## config.mk

```make
export PLATFORM = sky130hd
export DESIGN_NAME = build_info_uart_tx
export DESIGN_NICKNAME = d
export VERILOG_FILES = /design/src/rtl/build_info_uart_tx.sv
export SDC_FILE = /design/constraint.sdc
export NUM_CORES = 1
export LEC_CHECK = 0
export ABC_CLOCK_PERIOD_IN_PS = 3500
export CAP_MARGIN = 20
export CORE_UTILIZATION = 45
export CTS_BUF_LIST = sky130_fd_sc_hd__clkbuf_4
export DETAILED_ROUTE_END_ITERATION = 16
export DONT_BUFFER_PORTS = 1
export GPL_TIMING_DRIVEN = 0
export SYNTH_ARGS = -nofsm -noshare
export SYNTH_HDL_FRONTEND = slang
export SYNTH_SLANG_ARGS = --single-unit
```

## constraint.sdc

```tcl
create_clock -name clk100 -period 3.5 [get_ports clk100]
set_input_delay 0.35 -clock clk100 [delete_from_list [all_inputs] [get_ports clk100]]
set_output_delay 0.35 -clock clk100 [all_outputs]
set_load 0.02 [all_outputs]
```

## src/rtl/build_info_uart_tx.sv

```systemverilog
// build_info_uart_tx: sends "H:<git hash> T:<timestamp>\r\n" as uppercase hex over a UART TX line.
// 8N1 by default; define BUILD_INFO_UART_PARITY_EN for 8E1 framing.
module build_info_uart_tx #(
  parameter int CLK_FREQ_HZ  = 100000000,
  parameter int BAUD         = 115200,
  parameter int CLKS_PER_BIT = CLK_FREQ_HZ / BAUD
) (
  input  logic        clk100,
  input  logic        rstn,
  input  logic        start_i,
  input  logic [63:0] git_hash_i,
  input  logic [31:0] timestamp_i,
  output logic        uart_tx_o,
  output logic        busy_o,
  output logic        done_o
);
  localparam int BW = (CLKS_PER_BIT > 1) ? $clog2(CLKS_PER_BIT) : 1;
  localparam logic [BW-1:0] BAUD_LAST = BW'(CLKS_PER_BIT - 1);
  localparam logic [4:0] CHAR_LAST = 5'd30;
`ifdef BUILD_INFO_UART_PARITY_EN
  typedef enum logic [2:0] {S_IDLE, S_START, S_DATA, S_STOP, S_PARITY} state_t;
`else
  typedef enum logic [2:0] {S_IDLE, S_START, S_DATA, S_STOP} state_t;
`endif
  state_t        r_state;
  logic [BW-1:0] r_baud;
  logic [2:0]    r_bit;
  logic [4:0]    r_char;
  logic [63:0]   r_hash;
  logic [31:0]   r_ts;
  logic          r_tx;
  logic          r_busy;
  logic          r_done;
  logic [3:0]    w_hsel;
  logic [2:0]    w_tsel;
  logic [3:0]    w_nib;
  logic [7:0]    w_hex;
  logic [7:0]    w_char;
  logic          w_tick;
  // Chars 2..17 are hash nibbles and 21..28 timestamp nibbles, most significant first.
  always_comb begin
    w_hsel = 4'(5'd17 - r_char);
    w_tsel = 3'(5'd28 - r_char);
    w_nib  = (r_char <= 5'd17) ? r_hash[{w_hsel, 2'b00} +: 4] : r_ts[{w_tsel, 2'b00} +: 4];
    w_hex  = (w_nib < 4'd10) ? 8'h30 + {4'h0, w_nib} : 8'h37 + {4'h0, w_nib};
    w_char = (r_char == 5'd0)  ? 8'h48 :
             (r_char == 5'd1)  ? 8'h3A :
             (r_char <= 5'd17) ? w_hex :
             (r_char == 5'd18) ? 8'h20 :
             (r_char == 5'd19) ? 8'h54 :
             (r_char == 5'd20) ? 8'h3A :
             (r_char <= 5'd28) ? w_hex :
             (r_char == 5'd29) ? 8'h0D : 8'h0A;
    w_tick = (r_baud == BAUD_LAST);
  end
  always_ff @(posedge clk100 or negedge rstn) begin
    if (!rstn) begin
      r_state <= S_IDLE;
      r_baud  <= '0;
      r_bit   <= '0;
      r_char  <= '0;
      r_hash  <= '0;
      r_ts    <= '0;
      r_tx    <= 1'b1;
      r_busy  <= 1'b0;
      r_done  <= 1'b0;
    end else begin
      r_done <= 1'b0;
      if (r_state == S_IDLE) begin
        if (start_i) begin
          r_hash  <= git_hash_i;
          r_ts    <= timestamp_i;
          r_baud  <= '0;
          r_bit   <= '0;
          r_char  <= '0;
          r_state <= S_START;
          r_tx    <= 1'b0;
          r_busy  <= 1'b1;
        end
      end else begin
        r_baud <= w_tick ? '0 : r_baud + BW'(1);
        // The line register is loaded with the next bit as the current one ends.
        if (w_tick) begin
          case (r_state)
            S_START: begin
              r_state <= S_DATA;
              r_tx    <= w_char[0];
            end
            S_DATA: begin
              r_bit <= r_bit + 3'd1;
              if (r_bit == 3'd7) begin
`ifdef BUILD_INFO_UART_PARITY_EN
                r_state <= S_PARITY;
                r_tx    <= ^w_char;
`else
                r_state <= S_STOP;
                r_tx    <= 1'b1;
`endif
              end else begin
                r_tx <= w_char[r_bit + 3'd1];
              end
            end
`ifdef BUILD_INFO_UART_PARITY_EN
            S_PARITY: begin
              r_state <= S_STOP;
              r_tx    <= 1'b1;
            end
`endif
            S_STOP: begin
              if (r_char == CHAR_LAST) begin
                r_state <= S_IDLE;
                r_char  <= '0;
                r_busy  <= 1'b0;
                r_done  <= 1'b1;
                r_tx    <= 1'b1;
              end else begin
                r_state <= S_START;
                r_char  <= r_char + 5'd1;
                r_tx    <= 1'b0;
              end
            end
            default: begin
              r_state <= S_IDLE;
              r_busy  <= 1'b0;
              r_tx    <= 1'b1;
            end
          endcase
        end
      end
    end
  end
  assign uart_tx_o = r_tx;
  assign busy_o    = r_busy;
  assign done_o    = r_done;
endmodule

```

==> results of run 1 <==
Yosys cell counts (3+ instances only):
cell	instances	area share
sky130_fd_sc_hd__mux4_2	18	0.065
sky130_fd_sc_hd__o21ai_1	15	0.012
sky130_fd_sc_hd__mux2_2	99	0.18
sky130_fd_sc_hd__mux2i_1	3	0.0048
sky130_fd_sc_hd__mux4_1	7	0.030
sky130_fd_sc_hd__or3_1	3	0.0030
sky130_fd_sc_hd__nand2b_1	6	0.0061
sky130_fd_sc_hd__dfrtp_1	118	0.48
sky130_fd_sc_hd__nand2_1	27	0.016
sky130_fd_sc_hd__a21oi_1	13	0.010
sky130_fd_sc_hd__nor2_1	17	0.010
sky130_fd_sc_hd__nand3_1	22	0.018
sky130_fd_sc_hd__nor4_1	3	0.0030
sky130_fd_sc_hd__nor2b_1	3	0.0030
sky130_fd_sc_hd__nor3_1	5	0.0040
sky130_fd_sc_hd__clkbuf_1	19	0.011
sky130_fd_sc_hd__xor2_1	3	0.0042
sky130_fd_sc_hd__nand4_1	4	0.0040
sky130_fd_sc_hd__a21o_1	4	0.0048
sky130_fd_sc_hd__inv_1	10	0.0061
sky130_fd_sc_hd__ha_1	17	0.034
sky130_fd_sc_hd__and3_1	5	0.0050
sky130_fd_sc_hd__o21ai_0	16	0.013
timing repair:
| action | 4_1_cts | 5_1_grt |
|---|---|---|
| gates resized for setup | 14 | 6 |
| pin swaps | 2 | 2 |
| setup buffers | 6 | 10 |
| hold buffers | 98 | 0 |
| setup endpoints to repair | 1 | 1 |
| endpoints found under the hold margin | 215 | 0 |
metrics by stage:
stage	utilization	cells	setup slack, ps	TNS (ps)
after floorplan	-	487	248.1	0
after global placement	0.4812	663	-540.6	-540.6
after detailed placement	0.4812	663	-575.0	-575.0
after CTS	0.5853	797	10.07	0
after global routing	0.5931	808	-25.69	-25.69
final	0.5931	808	134.7	0
sequential cells by signal, indices dropped and copies added (netlist names):
| signal | cells |
|---|---|
| busy_o | 1 |
| r_bit | 3 |
| uart_tx_o | 1 |
| r_char | 5 |
| r_baud | 10 |
| done_o | 1 |
| r_ts | 32 |
| r_hash | 64 |
| r_state | 2 |
metal layers:
metal  vias to the layer above  track usage  routed length [um]
li1                       2086            -                   -
met1                      2303       0.2852                6533
met2                       131       0.3732                7578
met3                        16      0.06609                 831
met4                         0      0.07813                 210
met5                         -            0                   0
worst reg2reg max path: cells and delay by family (launching register included):
family	cells	cell delay, ps
adder cells (fa/ha/maj)	2	550
flip-flops	1	470
multiplexers	2	550
buffers and inverters	4	620
AO/OA/AOI/OAI	6	1100
power by group:
group,total (mW),leakage (nW),switching [mW],internal (mW)
logic,3.63,1.70,1.69,1.94
clock network,1.02,0.151,0.533,0.485
registers,2.35,1.43,0.346,2.00
total,7.00,3.28,2.57,4.43
logic make-up (layout without fill, tap and decap cells):
family | Yosys count | after routing | share of synthesized area
other | 0 | 1 | 0
multiplexers | 128 | 128 | 0.2832
XOR/XNOR | 5 | 5 | 0.008273
flip-flops | 119 | 119 | 0.4803
buffers and inverters | 36 | 180 | 0.02784
AND/OR/NAND/NOR | 107 | 107 | 0.08816
AO/OA/AOI/OAI | 75 | 75 | 0.07787
adder cells (fa/ha/maj) | 17 | 17 | 0.03429
layout make-up:
cell class                 instances  area [um^2]  share of cell area
antenna                            1        2.502           0.0003161
buffer                            24        152.6             0.01928
clock buffer                      17        127.6             0.01612
clock inverter                    14        157.7             0.01991
inverter                          11        45.04            0.005690
multi-input combinational        332         3113              0.3932
sequential                       119         2979              0.3763
tap                              176        220.2             0.02782
timing repair buffer             114         1119              0.1413
path summary, 6_finish.rpt:
kind | cells after the start | end | from | slack, ps
hold / removal | 4 | r_baud[5]$_DFFE_PN0P_ | start_i | 180
min in group asynchronous | 2 | r_baud[5]$_DFFE_PN0P_ | rstn | 390
setup / recovery | 14 | uart_tx_o$_DFFE_PN1P_ | r_char[2]$_DFFE_PN0P_ | 130
max in group asynchronous | 2 | r_hash[29]$_DFFE_PN0P_ | rstn | 2580
hold reg to reg | 1 | r_baud[5]$_DFFE_PN0P_ | r_baud[5]$_DFFE_PN0P_ | 510
setup reg to reg | 14 | uart_tx_o$_DFFE_PN1P_ | r_char[2]$_DFFE_PN0P_ | 130
==> qor.yml, run 1 <==
outcome:
  outcome: "finished, final reports clean"
route:
  routed_wire_length_um: 15150
  via_count: 4536
  detail_route.iter0.violations: 304
  viasPerCell: 5.614
  detail-route-antenna-nets: 0
  drt_pre_antenna_iters: 5
  drc_errors: 0
  route.detailed.wl_per_inst_um: 18.75
clocking:
  htreeDepth: 4
  inserted_clock_buffers: 17
  clkTransAtPathRegs_ps: 100
  clockRootBuffer: "sky130_fd_sc_hd__clkbuf_4"
  clkLatencyLatePin_ps: 530
  cts_num_sinks: 119
  cts_tree: "yes"
  ctsLongestPathBuffers: 2
global_route:
  sum_of_overflow_across_all_layers_after_global_routing: 0
  largest_net_degree_at_the_start_of_global_routing: 120
  grt_first_pass_wirelength_um: 24680
  gr-usage-all-layers: 0.2268
  antenna_violations_before_repair: 1
  first_global_vias: 4780
die:
  core_region_area_mm2: 0.01335
  floorplan.io_pins: 102
  die_w_um: 119.4
  placementRows: 42
  start_util: 0.4647
  floorplan.die.height_um: 119.4
  die-area_mm2: 0.01426
critical_path:
  critical_path_buf_inv_count: 4
  critPathCaptureType: "register"
  worst_path_most_repeated_cell: "sky130_fd_sc_hd__inv_1"
  crit_required_ps: 3940
  timing.critical_path.cells: "clkbuf_2, inv_1, ha_4, buf_6, mux4_2, mux2i_2, o2bb2ai_1, o22ai_2, ha_1, inv_1, o21ba_1, o32ai_1, o31a_1, o2111ai_1"
  slowest_delay_ps: 470
  cp_data_arrival_time_ps: 3810
  worstPathMaxFanout: 10
  timing.critical_path.max_delay_family: "compound AO/OA/AOI/OAI gates"
  critical_path.startpoint_type: "register"
  timing.critical_path.slowest_stage_cell: "sky130_fd_sc_hd__dfrtp_1"
  criticalPathCategory: "register to register"
power_and_ir_drop:
  power_density_mw_per_mm2: 884.1
  max-vdd-ir-drop_mv: 0.5540
  total_leakage_power_nw: 3.282
  report.power.total_mw: 6.999
finish:
  area_delta_synth_final_pct: 27.64
  finalNetCount: 735
  n_fill_cell: 1116
  layout.cells.most_common: "sky130_fd_sc_hd__dfrtp_1"
  layout.cell_area.non_filler_mm2: 0.007916
  highest_count_cells_in_the_layout_ignoring_fill_and_taps: "sky130_fd_sc_hd__dfrtp_1, sky130_fd_sc_hd__mux2_2, sky130_fd_sc_hd__dlygate4sd3_1, sky130_fd_sc_hd__nand2_1, sky130_fd_sc_hd__nand3_1"
  drive_gt1_frac: 0.2979
logic_synthesis:
  synthesis.area_mm2: 0.006202
  async_flop_share: 1.000
  ys.warnings.count: 0
  synthFlopType: "sky130_fd_sc_hd__dfrtp_1"
  synth_area_per_cell_um2: 12.74
  post_synth_num_cell_types: 63
  synthesized_netlist_net_count: 603
  post_synth_inst_count: 487
  synth_enable_flop_cells: 0
  synth.ff_latch_count: 119
  seq_area_frac_synth: 0.4803
sta:
  max_slew.worst_pin.slew_ps: 704.2
  slew_headroom: 0.5305
  fmax_ghz: 0.2971
  final-max-slew-violation-count: 0
  finalHoldViolations: 0
  min_period_ps: 3365
  final_hold_slack_ps: 176.5
  skew_ps: 11.57
  fin_crit_sh: 0.9615
  timing.final.setup_violations: 0
place:
  buffers_added_on_ports: 0
  routabilityCongestion: 0.9122
  hpwlAfterDp_um: 10230
  post_detailed_placement_cell_area_mm2: 0.006422
min_path:
  hp-class: "primary input to register"
flow_run:
  max-cap-violations: 0
Power figures use the tool's default switching activity.
==> run 2: changes to the inputs <==
--- a/config.mk
+++ b/config.mk
@@ -8,9 +8,10 @@
 export ABC_CLOCK_PERIOD_IN_PS = 3500
 export CAP_MARGIN = 20
-export CORE_UTILIZATION = 45
+export CORE_UTILIZATION = 65
 export CTS_BUF_LIST = sky130_fd_sc_hd__clkbuf_4
 export DETAILED_ROUTE_END_ITERATION = 16
 export DONT_BUFFER_PORTS = 1
 export GPL_TIMING_DRIVEN = 0
+export PLACE_DENSITY = 0.81
 export SYNTH_ARGS = -nofsm -noshare
 export SYNTH_HDL_FRONTEND = slang
==> constraint.sdc (replaced) <==
create_clock -name clk100 -period 3.5 [get_ports clk100]
set_input_delay 0.7 -clock clk100 [delete_from_list [all_inputs] [get_ports clk100]]
set_output_delay 0.7 -clock clk100 [all_outputs]
set_load 0.02 [all_outputs]
==> qor.yml, run 2 (synthesis gave the netlist of run 1 again) <==
clocking:
  clockRootBuffer: "sky130_fd_sc_hd__clkbuf_4"
  htreeDepth: 4  # unchanged
  clkLatencyLatePin_ps: 520  # about the same
  clkTransAtPathRegs_ps: 130  # +30 ps
  ctsLongestPathBuffers: 2  # unchanged
  cts_num_sinks: 119  # unchanged
  cts_tree: "yes"
  inserted_clock_buffers: 17  # unchanged
sta:
  skew_ps: 14.72  # +3.155 ps
  fin_crit_sh: 0.9653  # +0.003764
  timing.final.setup_violations: 0  # unchanged
  final-max-slew-violation-count: 0  # unchanged
  slew_headroom: 0.4986  # -0.03195
  finalHoldViolations: 0  # unchanged
  max_slew.worst_pin.slew_ps: 752.1  # +47.93 ps
  min_period_ps: 3379  # +13.17 ps
  fmax_ghz: 0.2960  # -0.39%
place:
  buffers_added_on_ports: 0  # unchanged
  routabilityCongestion: 0.8549  # -6.3%
  hpwlAfterDp_um: 9844  # -3.8%
  post_detailed_placement_cell_area_mm2: 0.006364  # -0.92%
route:
  viasPerCell: 6.258  # +11%
  detail_route.iter0.violations: 247  # -19%
  routed_wire_length_um: 14050  # -7.3%
  detail-route-antenna-nets: 0  # unchanged
  via_count: 4168  # -8.1%
  drc_errors: 0  # unchanged
  drt_pre_antenna_iters: 6  # +1
  route.detailed.wl_per_inst_um: 21.09  # +12%
critical_path:
  critPathCaptureType: "register"
  crit_required_ps: 3940  # about the same
  cp_data_arrival_time_ps: 3820  # about the same
  worstPathMaxFanout: 10  # unchanged
  critical_path.startpoint_type: "register"
  criticalPathCategory: "register to register"
global_route:
  antenna_violations_before_repair: 0  # -1
  sum_of_overflow_across_all_layers_after_global_routing: 0  # unchanged
  gr-usage-all-layers: 0.2974  # +0.07061
  first_global_vias: 4215  # -12%
  grt_first_pass_wirelength_um: 21900  # -11%
  largest_net_degree_at_the_start_of_global_routing: 120  # unchanged
finish:
  diodes: 0  # -1
  drive_gt1_frac: 0.3631  # +0.06519
  largest_register_ff_count: 64  # unchanged
  finalNetCount: 641  # -13%
  multi_input_gate_area_mm2: 0.003119  # +0.20%
  final_core_util: 0.7448  # +0.1517
  layout.cell_area.non_filler_mm2: 0.006882  # -13%
  n_fill_cell: 595  # -47%
  regArea_mm2: 0.002979  # unchanged
  layout.cells.most_common: "sky130_fd_sc_hd__dfrtp_1"
  biggestRegsByFlops: "r_hash (64), r_ts (32), r_baud (10)"
  area_delta_synth_final_pct: 10.95
  highest_count_cells_in_the_layout_ignoring_fill_and_taps: "sky130_fd_sc_hd__dfrtp_1, sky130_fd_sc_hd__mux2_2, sky130_fd_sc_hd__nand2_1, sky130_fd_sc_hd__nand3_1"
  max_flop_register: "r_hash"
power_and_ir_drop:
  power_density_mw_per_mm2: 997.2  # +13%
  total_leakage_power_nw: 2.889  # -12%
  max-vdd-ir-drop_mv: 0.5254  # -5.2%
die:
  die-area_mm2: 0.009936  # -30%
  floorplan.io_pins: 102  # unchanged
  die_w_um: 99.68  # -17%
  placementRows: 35  # -17%
  start_util: 0.6712  # +0.2066
  floorplan.die.height_um: 99.68  # -17%
  core_region_area_mm2: 0.009240  # -31%
min_path:
  hp-class: "primary input to async pin"
outcome:
  outcome: "finished, final reports clean"
flow_run:
  max-cap-violations: 0  # unchanged
[run 2: cell types whose count changed in the layout (fill, tap and decap cells not counted), sizes merged]
cell         delta
diode           -1
bufinv          -2
buf             +3
dlygate4sd3    -97
inv             +2
[run 2: routing by layer]
layer	vias to the layer above	global-route usage	share of wire
met1	2116	0.3774	0.41
met5	-	0	0
li1	1905	-	-
met4	0	0.1143	0.019
met3	22	0.08995	0.060
met2	125	0.4833	0.51
[run 2: worst max-delay path: stages (launching register included)]
cell and delay [ps]:
sky130_fd_sc_hd__dfrtp_1 390, sky130_fd_sc_hd__buf_6 140, sky130_fd_sc_hd__buf_8 160, sky130_fd_sc_hd__clkinvlp_4 160
sky130_fd_sc_hd__ha_4 340, sky130_fd_sc_hd__buf_8 150, sky130_fd_sc_hd__mux4_2 360, sky130_fd_sc_hd__mux2i_2 220
sky130_fd_sc_hd__o2bb2ai_1 160, sky130_fd_sc_hd__o22ai_2 190, sky130_fd_sc_hd__ha_2 200, sky130_fd_sc_hd__inv_1 60
sky130_fd_sc_hd__nor4b_2 290, sky130_fd_sc_hd__o32ai_2 130, sky130_fd_sc_hd__o31a_1 130, sky130_fd_sc_hd__o2111ai_1 200
[run 2: final cells by class]
class	instances	area share
clock inverters	14	0.01836
plain buffers	24	0.02218
well taps	129	0.02345
multi-input cells	332	0.4533
inverters	11	0.006545
flip-flops and latches	119	0.4329
repair buffers	20	0.02473
clock buffers	17	0.01855
[run 2: repair_timing]
action,in CTS,in global routing
endpoints found under the setup margin,1,1
buffers inserted,5,14
endpoints found under the hold margin,119,0
gates resized for setup,12,9
pin swaps,2,4
hold buffers,1,0
[run 2: worst paths after layout]
| path | start | to | cells past startpoint | slack [ps] |
|---|---|---|---|---|
| setup / recovery | r_char[1]$_DFFE_PN0P_ | uart_tx_o$_DFFE_PN1P_ | 15 | 120 |
| hold / removal | rstn | r_baud[6]$_DFFE_PN0P_ | 1 | 90 |
| hold reg to reg | r_hash[36]$_DFFE_PN0P_ | r_hash[36]$_DFFE_PN0P_ | 1 | 510 |
| min in group clk100 | git_hash_i[43] | r_hash[43]$_DFFE_PN0P_ | 1 | 320 |
| setup reg to reg | r_char[1]$_DFFE_PN0P_ | uart_tx_o$_DFFE_PN1P_ | 15 | 120 |
| max in group asynchronous | rstn | r_ts[19]$_DFFE_PN0P_ | 1 | 2920 |
[run 2: stage by stage]
step / setup slack (ps) / TNS [ps] / std cells / power, mW / hold WS [ps]
after CTS: 17.14 / 0 / 652 / 6.633 / 118.0
after detailed placement: -513.9 / -513.9 / 616 / 5.532 / 406.6
after global placement: -526.2 / -526.2 / 616 / 5.383 / 407.4
after floorplan: 248.1 / 0 / 487 / 4.788 / 404.4
after global routing: -36.65 / -36.65 / 666 / 7.239 / 130.7
final: 121.5 / 0 / 666 / 6.863 / 90.48
[run 2: power by group]
group | internal, mW | leakage, nW | switching (mW)
logic | 1.89 | 1.32 | 1.70
clock network | 0.354 | 0.139 | 0.565
registers | 2.00 | 1.43 | 0.360
total | 4.24 | 2.89 | 2.62
==> run 3: changes to the inputs <==
ABC_CLOCK_PERIOD_IN_PS = 3800   (was 3500)
CTS_BUF_LIST = sky130_fd_sc_hd__clkbuf_8   (was sky130_fd_sc_hd__clkbuf_4)
clock period = 3.8 ns   (was 3.5 ns; I/O delays follow)
==> qor.yml, run 3 (synthesis gave the netlist of run 1 again) <==
sta:
  fmax_ghz: 0.2743  # -7.3%
  final-max-slew-violation-count: 0  # unchanged
  max_slew.worst_pin.slew_ps: 803.1  # +50.91 ps
  setup_slack_ps: 154.1  # +32.60 ps
  setup_repair_after_global_routing_missed_its_margin: "false"
  slew_headroom: 0.4646  # -0.03394
  timing.final.setup_violations: 0  # unchanged
  fin_crit_sh: 0.9595  # -0.005839
  min_period_ps: 3646  # +267.4 ps
  finalHoldViolations: 0  # unchanged
  skew_ps: 8.617  # -6.104 ps
critical_path:
  worst_flop_to_flop_path_startpoint: "r_char[1]$_DFFE_PN0P_"
  criticalPathCategory: "register to register"
  reg2regPathDepth: 15  # unchanged
  rr_endpoint: "uart_tx_o$_DFFE_PN1P_"
  regToRegSetupSlack_ps: 150  # +30 ps
  timing.critical_path.slowest_stage_cell: "sky130_fd_sc_hd__dfrtp_1"
  slowest_delay_ps: 420  # +30 ps
  timing.critical_path.cells: "buf_6, buf_6, clkinvlp_4, ha_4, buf_4, mux4_2, mux2i_2, o2bb2ai_1, o22ai_2, ha_1, inv_1, nor4b_2, o32ai_2, o31a_1, o2111ai_1"
  timing.critical_path.max_delay_family: "compound AO/OA/AOI/OAI gates"
  worstPathMaxFanout: 10  # unchanged
  cp_data_arrival_time_ps: 3990  # +170 ps
  critical_path_buf_inv_count: 5  # unchanged
  critPathCaptureType: "register"
  critical_path.startpoint_type: "register"
  worst_path_most_repeated_cell: "sky130_fd_sc_hd__buf_6"
  crit_required_ps: 4140  # +200 ps
power_and_ir_drop:
  max-vdd-ir-drop_mv: 0.5420  # +3.2%
  total_leakage_power_nw: 2.877  # -0.42%
  power_density_mw_per_mm2: 928.1  # -6.9%
min_path:
  hp-class: "primary input to async pin"
route:
  viasPerCell: 6.344  # +1.4%
  routed_wire_length_um: 14430  # +2.7%
  via_count: 4168  # unchanged
  detail_route.iter0.violations: 225  # -8.9%
  route.detailed.wl_per_inst_um: 21.96  # +4.1%
  drc_errors: 0  # unchanged
  drt_pre_antenna_iters: 5  # -1
  detail-route-antenna-nets: 0  # unchanged
clocking:
  inserted_clock_buffers: 17  # unchanged
  cts_num_sinks: 119  # unchanged
  ctsLongestPathBuffers: 2  # unchanged
  htreeDepth: 4  # unchanged
  clockRootBuffer: "sky130_fd_sc_hd__clkbuf_8"
  clkTransAtPathRegs_ps: 80  # -50 ps
  cts_tree: "yes"
  clkLatencyLatePin_ps: 420  # -100 ps
place:
  hpwlAfterDp_um: 9844  # unchanged
  post_detailed_placement_cell_area_mm2: 0.006364  # unchanged
  placed_cells_incl_taps: 616  # unchanged
  routabilityCongestion: 0.8549  # unchanged
  buffers_added_on_ports: 0  # unchanged
  pre_cts_slack_ps: -213.9  # +300.0 ps
finish:
  area_delta_synth_final_pct: 11.42
  max_flop_register: "r_hash"
  drive_gt1_frac: 0.3447  # -0.01843
  finalNetCount: 632  # -1.4%
  highest_count_cells_in_the_layout_ignoring_fill_and_taps: "sky130_fd_sc_hd__dfrtp_1, sky130_fd_sc_hd__mux2_2, sky130_fd_sc_hd__nand2_1, sky130_fd_sc_hd__nand3_1"
  layout.cells.most_common: "sky130_fd_sc_hd__dfrtp_1"
  layout.cell_area.non_filler_mm2: 0.006910  # +0.42%
  biggestRegsByFlops: "r_hash (64), r_ts (32), r_baud (10)"
  final_core_util: 0.7479  # +0.003114
  largest_register_ff_count: 64  # unchanged
  post_layout_nonfiller_instances: 657  # -1.4%
  diodes: 0  # unchanged
die:
  placementRows: 35  # unchanged
  core_region_area_mm2: 0.009240  # unchanged
  floorplan.die.height_um: 99.68  # unchanged
  floorplan.io_pins: 102  # unchanged
  die_w_um: 99.68  # unchanged
  die-area_mm2: 0.009936  # unchanged
  start_util: 0.6712  # unchanged
flow_run:
  max-cap-violations: 0  # unchanged
outcome:
  outcome: "finished, final reports clean"
global_route:
  antenna_violations_before_repair: 0  # unchanged
  first_global_vias: 4157  # -1.4%
  gr-usage-all-layers: 0.2946  # -0.002820
  sum_of_overflow_across_all_layers_after_global_routing: 0  # unchanged
  grt_first_pass_wirelength_um: 21640  # -1.2%
  largest_net_degree_at_the_start_of_global_routing: 120  # unchanged
## run 3: changes by cell type in the layout (fill, tap and decap cells not counted), sizes merged
cell / change
buf: -9
clkbuf: -1
dlygate4sd3: +1
## run 3: how the worst max path moves through the flow
| stage | startpoint | endpoint | slack [ps] | cells past startpoint |
|---|---|---|---|---|
| after global routing | r_char[1]$_DFFE_PN0P_ | uart_tx_o$_DFFE_PN1P_ | 5 | 15 |
| final | r_char[1]$_DFFE_PN0P_ | uart_tx_o$_DFFE_PN1P_ | 150 | 15 |
| after detailed placement | r_char[1]$_DFFE_PN0P_ | uart_tx_o$_DFFE_PN1P_ | -210 | 14 |
| after floorplan | r_char[1]$_DFFE_PN0P_ | uart_tx_o$_DFFE_PN1P_ | 550 | 14 |
| after global placement | r_char[1]$_DFFE_PN0P_ | uart_tx_o$_DFFE_PN1P_ | -230 | 15 |
| after CTS | r_char[1]$_DFFE_PN0P_ | uart_tx_o$_DFFE_PN1P_ | 4 | 13 |
## run 3: area by class of cell
type	instances	area, um^2
Clock inverter	14	126.4
Inverter	11	45.04
Buffer	24	140.1
Multi-Input combinational cell	332	3107
Clock buffer	17	234.0
Tap cell	129	161.4
Timing Repair Buffer	11	117.6
Sequential cell	119	2979
Fill cell	587	2330
## run 3: per-layer routing
metal	vias to the layer above	track usage	routed length, um
met5	-	0	0
met4	0	0.08824	154
met3	15	0.1019	949
met2	137	0.4753	7524
met1	2133	0.3786	5801
li1	1883	-	-
## run 3: metrics by stage
stage	power, mW	setup TNS [ps]	hold slack (ps)
global placement	4.958	-226.2	467.4
floorplan	4.410	0	456.9
detailed placement	5.096	-213.9	466.6
global route	6.763	0	0.4990
CTS	6.185	0	5.631
finish	6.413	0	34.68
## run 3: what timing repair did
item / in CTS / in global routing
buffers inserted: 0 / 8
endpoints found under the setup margin: 1 / 1
hold buffers: 0 / 3
hold endpoints to repair: 0 / 66
resized for setup: 3 / 10
pin swaps: 0 / 2
## run 3: report_power, final
group,total (mW),internal [mW],switching [mW]
combinational,3.17,1.65,1.52
sequential,2.18,1.85,0.335
clock,1.06,0.518,0.541
total,6.41,4.02,2.40
